## config.mk

```make
export PLATFORM = sky130hd
export DESIGN_NAME = bcd_serial_adder_ctrl
export DESIGN_NICKNAME = d
export VERILOG_FILES = /design/src/rtl/bcd_serial_adder_ctrl.sv
export SDC_FILE = /design/constraint.sdc
export NUM_CORES = 1
export LEC_CHECK = 0
export CAP_MARGIN = 10
export CORE_UTILIZATION = 50
export DETAILED_ROUTE_END_ITERATION = 10
export HOLD_SLACK_MARGIN = 0.08
export PLACE_DENSITY = 0.75
export SLEW_MARGIN = 20
export SYNTH_ARGS = -nofsm -noshare
export SYNTH_HDL_FRONTEND = slang
export SYNTH_SLANG_ARGS = --single-unit
```

## constraint.sdc

```tcl
create_clock -name clk -period 6 [get_ports clk]
set_input_delay 0.9 -clock clk [delete_from_list [all_inputs] [get_ports clk]]
set_output_delay 0.9 -clock clk [all_outputs]
set_load 0.005 [all_outputs]
```

## src/rtl/bcd_serial_adder_ctrl.sv

```systemverilog
// Multi-digit packed-BCD adder that time-shares one 4-bit ripple binary adder:
// each digit takes a binary pass (ADD) followed by a decimal-correction pass (CORR).

module bcd_adder4_rca (
   input  logic [3:0] x,
   input  logic [3:0] y,
   input  logic       ci,
   output logic [3:0] s,
   output logic       co
);
   logic [4:0] c;

   assign c[0] = ci;
   for (genvar k = 0; k < 4; k++) begin : g_fa
      assign s[k]   = x[k] ^ y[k] ^ c[k];
      assign c[k+1] = (x[k] & y[k]) | (x[k] & c[k]) | (y[k] & c[k]);
   end
   assign co = c[4];
endmodule

module bcd_serial_adder_ctrl #(
   parameter int DIGITS = 4
) (
   input  logic                clk,
   input  logic                rst_n,
   input  logic                start,
   input  logic [4*DIGITS-1:0] a,
   input  logic [4*DIGITS-1:0] b,
   input  logic                c_in,
   output logic                busy,
   output logic                done,
   output logic [4*DIGITS-1:0] sum,
   output logic                c_out,
   output logic                err
);
   localparam int W  = 4 * DIGITS;
   localparam int IW = (DIGITS > 1) ? $clog2(DIGITS) : 1;
   localparam logic [IW-1:0] LAST_IDX = IW'(DIGITS - 1);

   typedef enum logic [1:0] {IDLE, ADD, CORR, DONE} state_t;

   state_t        state_q, state_d;
   logic [W-1:0]  a_q, a_d, b_q, b_d;
   logic [W-1:0]  work_q, work_d;
   logic [W-1:0]  sum_q, sum_d;
   logic [IW-1:0] i_q, i_d;
   logic [3:0]    z_q, z_d;
   logic          kz_q, kz_d;
   logic          carry_q, carry_d;
   logic          err_pend_q, err_pend_d;
   logic          c_out_q, c_out_d;
   logic          err_q, err_d;

   logic [3:0]    ad_x, ad_y, ad_s;
   logic          ad_ci, ad_co;
   logic [IW+1:0] bit_idx;
   logic          in_err;
   logic          fix;

   assign bit_idx = {i_q, 2'b00};

   bcd_adder4_rca u_adder (
      .x  (ad_x),
      .y  (ad_y),
      .ci (ad_ci),
      .s  (ad_s),
      .co (ad_co)
   );

   // Any invalid nibble on either operand at the moment of acceptance.
   always_comb begin
      in_err = 1'b0;
      for (int d = 0; d < DIGITS; d++) begin
         in_err = in_err | (a[4*d +: 4] > 4'd9) | (b[4*d +: 4] > 4'd9);
      end
   end

   always_comb begin
      state_d    = state_q;
      a_d        = a_q;
      b_d        = b_q;
      work_d     = work_q;
      sum_d      = sum_q;
      i_d        = i_q;
      z_d        = z_q;
      kz_d       = kz_q;
      carry_d    = carry_q;
      err_pend_d = err_pend_q;
      c_out_d    = c_out_q;
      err_d      = err_q;
      ad_x       = a_q[bit_idx +: 4];
      ad_y       = b_q[bit_idx +: 4];
      ad_ci      = carry_q;
      fix        = kz_q | (z_q > 4'd9);

      case (state_q)
         IDLE, DONE: begin
            if (start) begin
               a_d        = a;
               b_d        = b;
               carry_d    = c_in;
               i_d        = '0;
               work_d     = '0;
               err_pend_d = in_err;
               state_d    = ADD;
            end else if (state_q == DONE) begin
               state_d = IDLE;
            end
         end
         ADD: begin
            z_d     = ad_s;
            kz_d    = ad_co;
            state_d = CORR;
         end
         CORR: begin
            // Correction carry-out is deliberately ignored; the decimal carry is fix.
            ad_x                = z_q;
            ad_y                = fix ? 4'd6 : 4'd0;
            ad_ci               = 1'b0;
            work_d[bit_idx +: 4] = fix ? ad_s : z_q;
            carry_d             = fix;
            if (i_q == LAST_IDX) begin
               sum_d   = work_d;
               c_out_d = fix;
               err_d   = err_pend_q;
               state_d = DONE;
            end else begin
               i_d     = i_q + 1'b1;
               state_d = ADD;
            end
         end
         default: state_d = IDLE;
      endcase
   end

   always_ff @(posedge clk or negedge rst_n) begin
      if (!rst_n) begin
         state_q    <= IDLE;
         a_q        <= '0;
         b_q        <= '0;
         work_q     <= '0;
         sum_q      <= '0;
         i_q        <= '0;
         z_q        <= '0;
         kz_q       <= 1'b0;
         carry_q    <= 1'b0;
         err_pend_q <= 1'b0;
         c_out_q    <= 1'b0;
         err_q      <= 1'b0;
      end else begin
         state_q    <= state_d;
         a_q        <= a_d;
         b_q        <= b_d;
         work_q     <= work_d;
         sum_q      <= sum_d;
         i_q        <= i_d;
         z_q        <= z_d;
         kz_q       <= kz_d;
         carry_q    <= carry_d;
         err_pend_q <= err_pend_d;
         c_out_q    <= c_out_d;
         err_q      <= err_d;
      end
   end

   assign busy  = (state_q == ADD) || (state_q == CORR);
   assign done  = (state_q == DONE);
   assign sum   = sum_q;
   assign c_out = c_out_q;
   assign err   = err_q;
endmodule

```

==> key figures <==
Run status
  • Status: completed

Timing
  • RSZ-0062 raised after global routing: no
  • Finish-stage setup viols: 0
  • Slew Limit Fails: 0
  • Worst rel slew slack: 0.393
  • Fin. Hold Viols: 0
  • Final worst slack: 2.16 ns
  • Min cycle time layout: 3.84 ns
  • Setup TNS: 0 ns
  • Crit share post-route: 0.639
  • WHS: around 0.48 ns
  • Max Freq: 261 MHz
  • Final clock skew: 0.00842 ns
  • Least-Margin Pin Slew: around 0.91 ns

Logic synthesis
  • Synth Register Bits: 73
  • Synth warn: 0
  • Syn Area/Cell: 11.7 um^2
  • Cell accounting for the most synthesized area: dfrtp_1
  • Syn_nets: 354
  • Most used DFF post-synth: dfrtp_1
  • Synth Instances: 306
  • Distinct cells, synth: 40
  • Fraction of registers with async set/reset: 1.00
  • Synth area leaders: dfrtp_1 51%, mux2_2 11%, mux4_2 4.4%
  • Mapped Area: about 0.0036 mm^2
  • Post-synth EDFFs: 0
  • Post-synth top area share: 0.508
  • Seq/Total Area, Yosys: 0.508

Critical path
  • Crit Reg-Reg Startpoint: i_q[0]
  • Crit path max fanout: 15
  • Reg2Reg Setup Slack: approximately 2.2 ns
  • CP arrival: 4.07 ns
  • Kind of critical path: reg2reg
  • R2R depth: 10
  • Crit Reg-Reg Endpoint: sum[3]
  • Required @ worst endpoint: 6.23 ns
  • CP Launch Type: flip-flop
  • Critical Path End Type: flip-flop

Pwr
  • Clock power frac: 0.163
  • Leakage: around 0.0019 uW
  • Switch share: 0.398
  • P_sw: 1060 uW
  • Pwr/cell area: between 600 and 700 mW/mm^2
  • Int Power: around 1600 uW
  • Sequential share of power: 0.318
  • Comb power frac: 0.519
  • Maximum vdd drop: 0.297 mV

Finish
  • Post-route design area: around 0.0044 mm^2
  • Fraction of layout cells with a size suffix above 1: 0.203
  • Most frequent cells in the layout: 73 x dfrtp_1, 54 x clkdlybuf4s50_1, 40 x nand2_1
  • N_diodes: 0
  • Fin cells: 460
  • Synthesis-to-layout area growth: 22.8%
  • Nets: between 400 and 500
  • Commonest non-fill, non-tap cell in the layout: dfrtp_1

Clock network
  • Worst-case clock buffer depth: 2
  • Root buf cell: clkbuf_8
  • Worst-Skew Late Latency: 0.35 ns
  • # Post-CTS Setup Buffers: 0
  • Number of buffers created by CTS: 9
  • H-Tree Level Count: 3
  • Clk slew on worst S/H paths: about 0.080 ns
  • Hold Buf Count CTS: 0
  • TritonCTS clock tree: built
  • TritonCTS Sinks: 73
  • Post-cts sizing count: 0

Routing
  • Via/cell ratio: between 5 and 6
  • Remaining DRCs: 0
  • Initial DRT Pass Iterations: 4
  • Antenna Nets Post-Route: 0
  • Final WL: 7670 um
  • Wire length per cell: about 17 um
  • Via count: 2542
  • Detailed router's first-iteration violation count: 169

Floorplan
  • Initial Util: 0.523
  • Rows: 30
  • Core area: between 0.006 and 0.007 mm^2
  • DIE AREA: 0.00753 mm^2
  • Die Y: 86.8 um
  • IO Pins: 56
  • Die X: 86.8 um

Global route
  • First-pass GRT wire length: 13100 um
  • GRT Total Usage: 0.232
  • Largest net degree at the start of global routing: 74
  • Initial antenna violation count: 0
  • Congestion Overflow GR: 0
  • Vias in the first global route: 2706

Hold path
  • Worst Hold End: err
  • Worst Hold Class: reg2reg
  • Hold path start: err
  • Worst Hold Depth: 2

Placement
  • HPWL reported at the end of detailed placement: ~5700 um
  • Setup WS pre-CTS: 2.17 ns
  • Placer congestion estimate: between 0.8 and 0.9
  • Port-buffer cells: 55
  • Placed cells: 444
  • Placed Area: 0.00419 mm^2

Flow run
  • Max-cap violations: 0
## layout make-up
type                    count  area (um^2)
well taps                  96          120
multi-input cells         207         1640
repair buffers             57          561
clock buffers              11          151
inverters                  11         41.3
fillers                   570         2450
flip-flops and latches     73         1830
clock inverters             5         77.6
## sequential cells by signal, indices dropped and copies added (netlist names)
register,flops
sum,16
a_q,16
b_q,16
c_out,1
err,1
z_q,4
err_pend_q,1
kz_q,1
state_q,2
i_q,2
carry_q,1
work_q,12
## critical path, cell delays in order, from the launching register on
cell      delay (ns)
dfrtp_1         0.85
mux4_2          0.35
mux2i_1         0.10
fa_1            0.46
fa_1            0.44
fa_1            0.43
inv_1           0.08
fa_1            0.44
o22a_1          0.23
a221oi_1        0.26
nor2_1          0.09
## per-layer routing
layer | track usage | wire length [um] | part of all wire
met1 | 0.288 | 3380 | 0.44
met2 | 0.395 | 3770 | 0.49
met3 | 0.0343 | 320 | 0.042
met4 | 0.118 | 207 | 0.027
met5 | 0 | 0 | 0
## power groups by stage
stage                     Combinational [uW]  Clock [uW]  Sequential (uW)
final                                   1390         436              849
after CTS                               1390         443              850
after global routing                    1500         462              875
after global placement                  1340           0              848
after detailed placement                1390           0              858
after floorplan                         1030           0              780
## metrics by stage
stage,utilization,total power [uW]
floorplan,-,1810
global placement,0.609,2190
detailed placement,0.609,2250
CTS,0.643,2690
global route,0.643,2840
finish,0.643,2670
## worst max-delay path by stage
stage                     from  endpoint  cells after the start
floorplan           state_q[0]    sum[3]                     14
global placement        i_q[0]    sum[3]                     10
detailed placement      i_q[0]    sum[3]                     10
CTS                     i_q[0]    sum[3]                     10
global route            i_q[0]    sum[3]                     10
finish                  i_q[0]    sum[3]                     10
## cells in the mapped netlist, drive strengths merged, types with 2 or more instances
cell type and number:
dfrtp 73, nand2 40, mux2 36, o21ai 32, nor2 23, inv 11
buf 10, a21oi 9, a221oi 9, ha 8, mux4 8, mux2i 7
nor3 6, clkbuf 5, and2 4, fa 4, and3 3, o31ai 3
a211o 2, nor4b 2, o21a 2, o22ai 2
## cells by family (layout without fill, tap and decap cells)
group / count (synthesis) / in the layout / synth area share
flops: 73 / 73 / 0.508
mux: 51 / 51 / 0.183
fa+ha+maj: 12 / 12 / 0.0501
buf+inv: 26 / 84 / 0.0362
simple gates: 82 / 82 / 0.111
compound gates: 62 / 62 / 0.111
(Power assumes the default switching activity.)
